## src/rtl/fifo_frame_rd_ctrl.sv

```systemverilog
// Read-side frame scheduler for the dual-clock audio FIFO (read clock domain).
// Waits until a whole frame is buffered in the FIFO, then drains exactly one
// frame into a 2-entry output buffer that feeds a valid/ready sink. Samples are
// tagged with start-of-frame (m_sop) and end-of-frame (m_eop) markers, and
// completed frames are counted.
//
// Ports:
//   clk, rst_n           read clock, asynchronous active-low reset
//   enable               level, keep scheduling frames while high
//   cfg_frame_len        frame length in samples (1 .. 2^ADDR_W-1)
//   fifo_rden            FIFO read enable (data returns one cycle later)
//   fifo_rddata          FIFO read data
//   fifo_rdempty/full    FIFO read-side flags
//   fifo_rdusedw         FIFO read-side fill level
//   m_valid/m_ready      output handshake
//   m_data/m_sop/m_eop   output sample and frame markers
//   busy                 frame in progress
//   frame_cnt            completed frames (wrapping)
//   cfg_err              sticky, frame start attempted with zero length
module fifo_frame_rd_ctrl #(
  parameter int unsigned DATA_W = 8,
  parameter int unsigned ADDR_W = 7,
  parameter int unsigned FCNT_W = 16
) (
  input  logic              clk,
  input  logic              rst_n,
  input  logic              enable,
  input  logic [ADDR_W-1:0] cfg_frame_len,
  output logic              fifo_rden,
  input  logic [DATA_W-1:0] fifo_rddata,
  input  logic              fifo_rdempty,
  input  logic              fifo_rdfull,
  input  logic [ADDR_W-1:0] fifo_rdusedw,
  output logic              m_valid,
  input  logic              m_ready,
  output logic [DATA_W-1:0] m_data,
  output logic              m_sop,
  output logic              m_eop,
  output logic              busy,
  output logic [FCNT_W-1:0] frame_cnt,
  output logic              cfg_err
);

  typedef enum logic [1:0] {
    StIdle  = 2'd0,
    StWait  = 2'd1,
    StBurst = 2'd2,
    StDrain = 2'd3
  } state_e;

  state_e              state_q, state_d;
  logic [ADDR_W-1:0]   len_q, len_d;
  logic [ADDR_W-1:0]   rd_cnt_q, rd_cnt_d;
  logic [ADDR_W-1:0]   out_cnt_q, out_cnt_d;
  logic                inflight_q;
  logic [1:0]          occ_q, occ_d;
  logic [DATA_W-1:0]   buf0_q, buf0_d;
  logic [DATA_W-1:0]   buf1_q, buf1_d;
  logic [FCNT_W-1:0]   frame_cnt_q, frame_cnt_d;
  logic                cfg_err_q, cfg_err_d;

  logic [ADDR_W:0]     avail;
  logic                pop;
  logic                push;
  logic [2:0]          pending;
  logic                room;

  // A full FIFO reports usedw == 0, so the full flag supplies the top bit.
  assign avail = fifo_rdfull ? {1'b1, {ADDR_W{1'b0}}} : {1'b0, fifo_rdusedw};

  assign m_valid = (occ_q != 2'd0);
  assign m_data  = buf0_q;
  assign m_sop   = m_valid && (out_cnt_q == '0);
  assign m_eop   = m_valid && (out_cnt_q == (len_q - ADDR_W'(1)));
  assign pop     = m_valid && m_ready;
  // Data for last cycle's read lands in the buffer at the end of this cycle.
  assign push    = inflight_q;

  // Entries held or already on their way must leave a slot for a new read:
  // occ - pop + inflight < 2, rearranged to stay unsigned.
  assign pending = {1'b0, occ_q} + {2'b00, inflight_q};
  assign room    = pending < (3'd2 + {2'b00, pop});

  assign fifo_rden = (state_q == StBurst) && !fifo_rdempty && (rd_cnt_q < len_q) && room;

  assign busy      = (state_q == StBurst) || (state_q == StDrain);
  assign frame_cnt = frame_cnt_q;
  assign cfg_err   = cfg_err_q;

  // Frame control FSM and counters.
  always_comb begin
    state_d     = state_q;
    len_d       = len_q;
    rd_cnt_d    = rd_cnt_q;
    out_cnt_d   = out_cnt_q;
    frame_cnt_d = frame_cnt_q;
    cfg_err_d   = cfg_err_q;

    if (fifo_rden) begin
      rd_cnt_d = rd_cnt_q + ADDR_W'(1);
    end
    if (pop) begin
      out_cnt_d = out_cnt_q + ADDR_W'(1);
    end

    case (state_q)
      StIdle: begin
        if (enable) begin
          state_d = StWait;
        end
      end
      StWait: begin
        if (!enable) begin
          state_d = StIdle;
        end else if (cfg_frame_len == '0) begin
          cfg_err_d = 1'b1;
        end else if (avail >= {1'b0, cfg_frame_len}) begin
          len_d     = cfg_frame_len;
          rd_cnt_d  = '0;
          out_cnt_d = '0;
          state_d   = StBurst;
        end
      end
      StBurst: begin
        if (rd_cnt_q == len_q) begin
          state_d = StDrain;
        end
      end
      StDrain: begin
        if (pop && m_eop) begin
          frame_cnt_d = frame_cnt_q + FCNT_W'(1);
          state_d     = enable ? StWait : StIdle;
        end
      end
      default: state_d = StIdle;
    endcase
  end

  // Two-entry output buffer; buf0 is always the head.
  always_comb begin
    occ_d  = occ_q;
    buf0_d = buf0_q;
    buf1_d = buf1_q;
    case ({push, pop})
      2'b10: begin
        if (occ_q == 2'd0) begin
          buf0_d = fifo_rddata;
        end else begin
          buf1_d = fifo_rddata;
        end
        occ_d = occ_q + 2'd1;
      end
      2'b01: begin
        buf0_d = buf1_q;
        occ_d  = occ_q - 2'd1;
      end
      2'b11: begin
        if (occ_q == 2'd1) begin
          buf0_d = fifo_rddata;
        end else begin
          buf0_d = buf1_q;
          buf1_d = fifo_rddata;
        end
      end
      default: ;
    endcase
  end

  always_ff @(posedge clk or negedge rst_n) begin
    if (!rst_n) begin
      state_q     <= StIdle;
      len_q       <= '0;
      rd_cnt_q    <= '0;
      out_cnt_q   <= '0;
      inflight_q  <= 1'b0;
      occ_q       <= 2'd0;
      buf0_q      <= '0;
      buf1_q      <= '0;
      frame_cnt_q <= '0;
      cfg_err_q   <= 1'b0;
    end else begin
      state_q     <= state_d;
      len_q       <= len_d;
      rd_cnt_q    <= rd_cnt_d;
      out_cnt_q   <= out_cnt_d;
      inflight_q  <= fifo_rden;
      occ_q       <= occ_d;
      buf0_q      <= buf0_d;
      buf1_q      <= buf1_d;
      frame_cnt_q <= frame_cnt_d;
      cfg_err_q   <= cfg_err_d;
    end
  end

endmodule

```

## config.mk

```make
export PLATFORM = sky130hd
export DESIGN_NAME = fifo_frame_rd_ctrl
export DESIGN_NICKNAME = d
export VERILOG_FILES = /design/src/rtl/fifo_frame_rd_ctrl.sv
export SDC_FILE = /design/constraint.sdc
export NUM_CORES = 1
export LEC_CHECK = 0
export ABC_AREA = 1
export BUFFER_PORTS_ARGS = -buffer_cell sky130_fd_sc_hd__buf_2
export CAP_MARGIN = 5
export CORE_MARGIN = 2
export CORE_UTILIZATION = 35
export DETAILED_ROUTE_END_ITERATION = 16
export GPL_TIMING_DRIVEN = 0
export SLEW_MARGIN = 20
export SYNTH_ARGS = -nofsm -noshare
export SYNTH_HDL_FRONTEND = slang
export SYNTH_SLANG_ARGS = --single-unit
export TNS_END_PERCENT = 100
```

## constraint.sdc

```tcl
create_clock -name clk -period 3 [get_ports clk]
set_input_delay 0.15 -clock clk [delete_from_list [all_inputs] [get_ports clk]]
set_output_delay 0.15 -clock clk [all_outputs]
set_load 0.05 [all_outputs]
```

[Word-level counts from Yosys, hierarchy flattened]
Index checks and enable logic that the tools add are counted.
Word-level totals
  flip-flop bits (word level): 59
  input port bits: 28
  output and inout port bits: 30
  word-level logic and storage cells: 88
Cells by class
  add/sub/neg operators: 8
  magnitude comparators: 3
  eq/ne operators: 17
  mux-type cells: 26
  bitwise logic cells: 1
  reductions and logical operators: 23
Operator list (count)
  $mux 7: 10
  $mux 8: 5
  $pmux 8 s3: 1
  $add 16x1->16 const B: 1
  $pmux 8 s2: 1
  $add 7x1->7 const B: 2
  $eq 7x7->1: 2
  $logic_not 7->1: 2
  $mux 2: 6
  $eq 2x2->1 const B: 4
  $ge 8x7->1: 1
  $ne 2x2->1 const B: 4
  $pmux 2 s4: 1
  $logic_and 1x1->1: 7
  $lt 7x7->1: 1
  $sub 7x1->7 const B: 1
  $eq 2x1->1 const B: 3
  $ne 3x3->1 const B: 2
  $reduce_and 3->1: 2
  $reduce_bool 2->1: 3
  $reduce_and 5->1: 1
  $logic_not 2->1: 2
  $ne 2x1->1 const B: 2
  $pmux 2 s2: 1
  other kinds (12): 13

[Longest topological paths before layout]
  word-level depth: 10
  depth in mapped cells: 14
  mapped depth without buffers: 13

[Worst setup path before layout]
OpenSTA, ideal clock, no wires.
  path type: reg2out
  start point: register occ_q[0]
  end point: output port m_sop
  arrival time: 2447 ps
  data required time: 2850 ps
  slack: 403 ps
  stages on the path, launching flop included: 6
  path buffers: 0
  path through: dfrtp_1 inv_1 ha_1 inv_2 nand4_1 nor4_1
On the way
  cells in the longest elaborated chain, start to end: 2
Ends and longest elaborated chain
  start: declaration: line 56  | logic [1:0] occ_q, occ_d;
  start signal: assignment: line 176  | occ_q <= 2'd0;
  start signal: assignment: line 187  | occ_q <= occ_d;
  $reduce_bool 2->1: line 71  | assign m_valid = (occ_q != 2'd0);
  net m_valid: line 34  | output logic m_valid,
  $logic_and 1x1->1: line 73  | assign m_sop = m_valid && (out_cnt_q == '0);
  end: declaration: line 37  | output logic m_sop,
The timed path passes the listed nets, and every way through them passes these cells.

[Final worst setup path]
  start point: register occ_q[0]
  end point: output port fifo_rden
On the way
  cells in the longest elaborated chain, start to end: 5
  elaborated cells on any way between the ends: 6
  those cells by class: 2 x add/sub; 1 x order compare; 3 x reduce/logical
Ends and longest elaborated chain
  $reduce_bool 2->1: line 71
  $logic_and 1x1->1: line 75  | assign pop = m_valid && m_ready;
  $add 2x1->3: line 82  | assign room = pending < (3'd2 + {2'b00, pop});
  $lt 3x3->1 *: line 82
  $logic_and 1x1->1 *: line 84  | assign fifo_rden = (state_q == StBurst) && !fifo_rdempty && (rd_cnt_q < len_q) && room;
  end: declaration: line 29  | output logic fifo_rden,
Mark *: on every way between the ends. The rest lies on a longest branch, timed or not.

==> implementation parameters <==
Parameter                              Value

Outcome
  Result of the run ... finished, final reports clean

STA
  Max-slew headroom ... 44.7%
  Max Freq ... 385 MHz
  Hold_ws ... 0.0800 ns
  Setup TNS Final ... 0 ns
  RSZ-0062 raised after global routing ... false
  # setup viols final ... 0
  Worst Clk Skew ... 0.0140 ns
  Final Hold Vio Count ... 0
  Number of slew-limit violations in the final report ... 0
  Transition time of the tightest slew-check pin ... 0.823 ns
  Minimum clock period ... 2.60 ns
  Final period utilization ... 86.5%

Worst setup path
  Top fanout value on the critical path ... 11
  Data arrival, critical path ... 2.45 ns
  Crit path required time ... 2.85 ns
  Type of element launching the critical path ... flip-flop
  Start-to-end type of the worst setup path ... reg2out
  Crit path capture type ... output pin

Global route
  Overall track demand over capacity in global routing ... 15.2%
  Pin count of the biggest net entering global routing ... 60
  Antenna violations before repair ... 0
  Number of global-route vias before repair ... 3,099
  Wire length of the first global-routing pass ... 14.1 mm
  Overflow left after global routing ... 0

Route
  Routed vias ... 3,185
  Routed wire length ... 8.20 mm
  Via density ... 4.52
  WL per Instance ... 11.6 um
  Post-route DRC violation count ... 0
  ANT nets after route ... 0
  Violation count after the first detailed-route iteration ... 177
  Number of detailed-route iterations in the first pass ... 5

Logic synthesis
  Largest family of logic cells by synthesized area ... simple AND/OR/NAND/NOR gates
  Post-synthesis net count ... 545
  Post-synthesis xor/xnor area fraction ... 6.18%
  Complex-gate fraction of the synthesized area ... 10.5%
  Share of synthesized area occupied by flip-flops and latches ... 38.6%
  Number of register bits inferred by synthesis ... 59
  Fraction of synthesized area in multiplexers ... 2.35%
  Total of warnings raised by yosys ... 0
  Most area-hungry cell type in the Yosys netlist ... sky130_fd_sc_hd__dfrtp_1
  Fraction of the mapped netlist area in adder cells ... 8.50%
  Post-Synthesis Mean Instance Area ... 7.80 um2
  Synthesized area ... 3830 um2
  Number of cells produced by synthesis ... 491
  Distinct cell type count of the synthesized netlist ... 32
  Top cells by area, synth ... sky130_fd_sc_hd__dfrtp_1 39%, sky130_fd_sc_hd__nand2_1 11%, sky130_fd_sc_hd__inv_1 8.6%, sky130_fd_sc_hd__ha_1 8.5%, sky130_fd_sc_hd__nand3_1 3.5%
  Proportion of netlist area held by the largest area contributor ... 38.6%
  Area fraction in and, or, nand and nor cells after synthesis ... 22.4%

Layout
  Most frequent standard cell in the layout excluding fill and tap cells ... sky130_fd_sc_hd__nand2_1
  Fillers ... 1,135
  Post-route design area ... 4490 um2
  Cell Count, Final, Fillers Out ... 704
  Share of cells above drive strength 1 ... 21.8%
  Fin nets ... 613
  Most frequent cells in the layout ... 111 x sky130_fd_sc_hd__nand2_1, 88 x sky130_fd_sc_hd__inv_1, 60 x sky130_fd_sc_hd__buf_2
  Diode count ... 0
  Area Overhead vs Synth ... 17.3%

Power
  Proportion of power drawn by flip-flops and latches ... 34.8%
  Fraction of power spent switching nets ... 44.1%
  Total internal power ... 1.96 mW
  Total power divided by cell area ... 781 nW/um2
  Clk pwr share ... 20.8%
  Power dissipated by switching net loads ... 1.55 mW
  Maximum vdd ir drop ... 366 uV
  Leakage power ... 2.35 nW
  Comb pwr share ... 44.3%

Clock tree
  Count of buffers added by post-CTS timing repair for setup ... 0
  Maximum buffer depth of the clock tree ... 2
  CTS Root Cell ... sky130_fd_sc_hd__clkbuf_8
  Clock latency on the worst-skew pair ... 0.35 ns
  Number of levels the H-tree was split into ... 3
  Post_cts resized ... 0
  Number of CTS-inserted buffers ... 9
  Hold_buf cts ... 1
  Clock slew at reported path FFs ... 0.08 ns
  Clock tree from TritonCTS ... yes
  Number of sinks handled by clock tree synthesis ... 59

Die
  Core Region ... 10,700 um2
  Die area ... 11,800 um2
  Die Span X ... 109 um
  Effective utilization at floorplan ... 35.6%
  Height of the chip ... 109 um
  Row count ... 38
  Num ports ... 58

Job
  # Max-Cap Violations ... 0

Place
  DP HPWL ... 6.14 mm
  Weighted congestion reported at the end of routability-driven placement ... 0.861
  Cell Count Post-Placement ... 687
  Placed Area ... 4290 um2
  I/O Buffers ... 56

Min path
  Class of the tightest hold or removal check ... in2reg
## flip-flops by register name (all words and copies together) (netlist names), named ones only
signal / cells
frame_cnt: 16
buf1_q: 8
m_data: 8
len_q: 7
out_cnt_q: 7
rd_cnt_q: 7
occ_q: 2
cfg_err: 1
inflight_q: 1
state_q: 1
## worst paths after layout
kind | from | endpoint | slack [ns] | depth (start not counted)
max in group asynchronous | rst_n | rd_cnt_q[0] | 2.07 | 2
worst min-delay path | cfg_frame_len[4] | len_q[4] | 0.08 | 3
worst max-delay path | occ_q[0] | fifo_rden | 0.40 | 10
worst min register to register | cfg_err | cfg_err | 0.47 | 2
worst max register to register | occ_q[0] | m_data[2] | 0.51 | 10
min in group asynchronous | rst_n | m_data[2] | 0.41 | 2
## cell families (layout without fill, tap and decap cells)
family,Yosys count,in the layout
buf+inv,110,183
flops,59,59
mux,8,8
compound gates,65,65
xor+xnor,27,27
fa+ha+maj,26,26
simple gates,196,196
## cell type report
cell class | instances | area [um2] | share of cell area (%)
multi-input combinational | 322 | 1910 | 42.5
timing repair buffer | 57 | 293 | 6.52
sequential | 59 | 1480 | 32.9
tap | 140 | 175 | 3.90
clock buffer | 11 | 141 | 3.15
clock inverter | 5 | 52.6 | 1.17
buffer | 10 | 66.3 | 1.48
inverter | 100 | 375 | 8.36
## stage by stage
stage	setup WS, ns	total power, mW	utilization (%)
2_1_floorplan	0.403	2.42	-
3_3_place_gp	0.550	2.74	39.9
3_5_place_dp	0.528	2.80	39.9
4_1_cts	0.370	3.54	41.8
5_1_grt	0.220	3.82	41.8
6_report	0.405	3.51	41.8
## power groups by stage
stage | registers, mW | clock network [mW] | logic (mW)
4_1_cts | 1.22 | 0.753 | 1.57
3_5_place_dp | 1.24 | 0 | 1.56
5_1_grt | 1.26 | 0.788 | 1.77
2_1_floorplan | 1.37 | 0 | 1.05
3_3_place_gp | 1.23 | 0 | 1.51
6_report | 1.22 | 0.731 | 1.55
## layer usage
layer  up-vias  GRT usage, %  routed length (um)
li1       1675             -                   -
met1      1438          18.5                3830
met2        60          26.3                3890
met3        12          2.47                 331
met4         0          7.14                 138
met5         -             0                   0
## critical path: stages, from the launching register on
cell and delay [ns]:
sky130_fd_sc_hd__dfrtp_1 0.42, sky130_fd_sc_hd__inv_1 0.06, sky130_fd_sc_hd__ha_1 0.21, sky130_fd_sc_hd__inv_2 0.11, sky130_fd_sc_hd__nand2_2 0.14, sky130_fd_sc_hd__o21ai_1 0.15, sky130_fd_sc_hd__and2_1 0.14, sky130_fd_sc_hd__nand3_1 0.22
sky130_fd_sc_hd__inv_2 0.11, sky130_fd_sc_hd__buf_2 0.22, sky130_fd_sc_hd__buf_2 0.30
## synthesized netlist by cell type, drive strengths merged
library cell and number:
dfrtp 59, clkbuf 2, and2 2, buf 8
o211ai 1, nor4 4, inv 100, nand3 29
o21a 1, o21ai 43, nand4 7, nand3b 1
nand2 113, o22ai 8, xnor2 15, a41oi 1
nor3 7, xor2 12, or2 2, mux2 8
a21oi 11, ha 26, nor2 31
(Power assumes the default switching activity.)
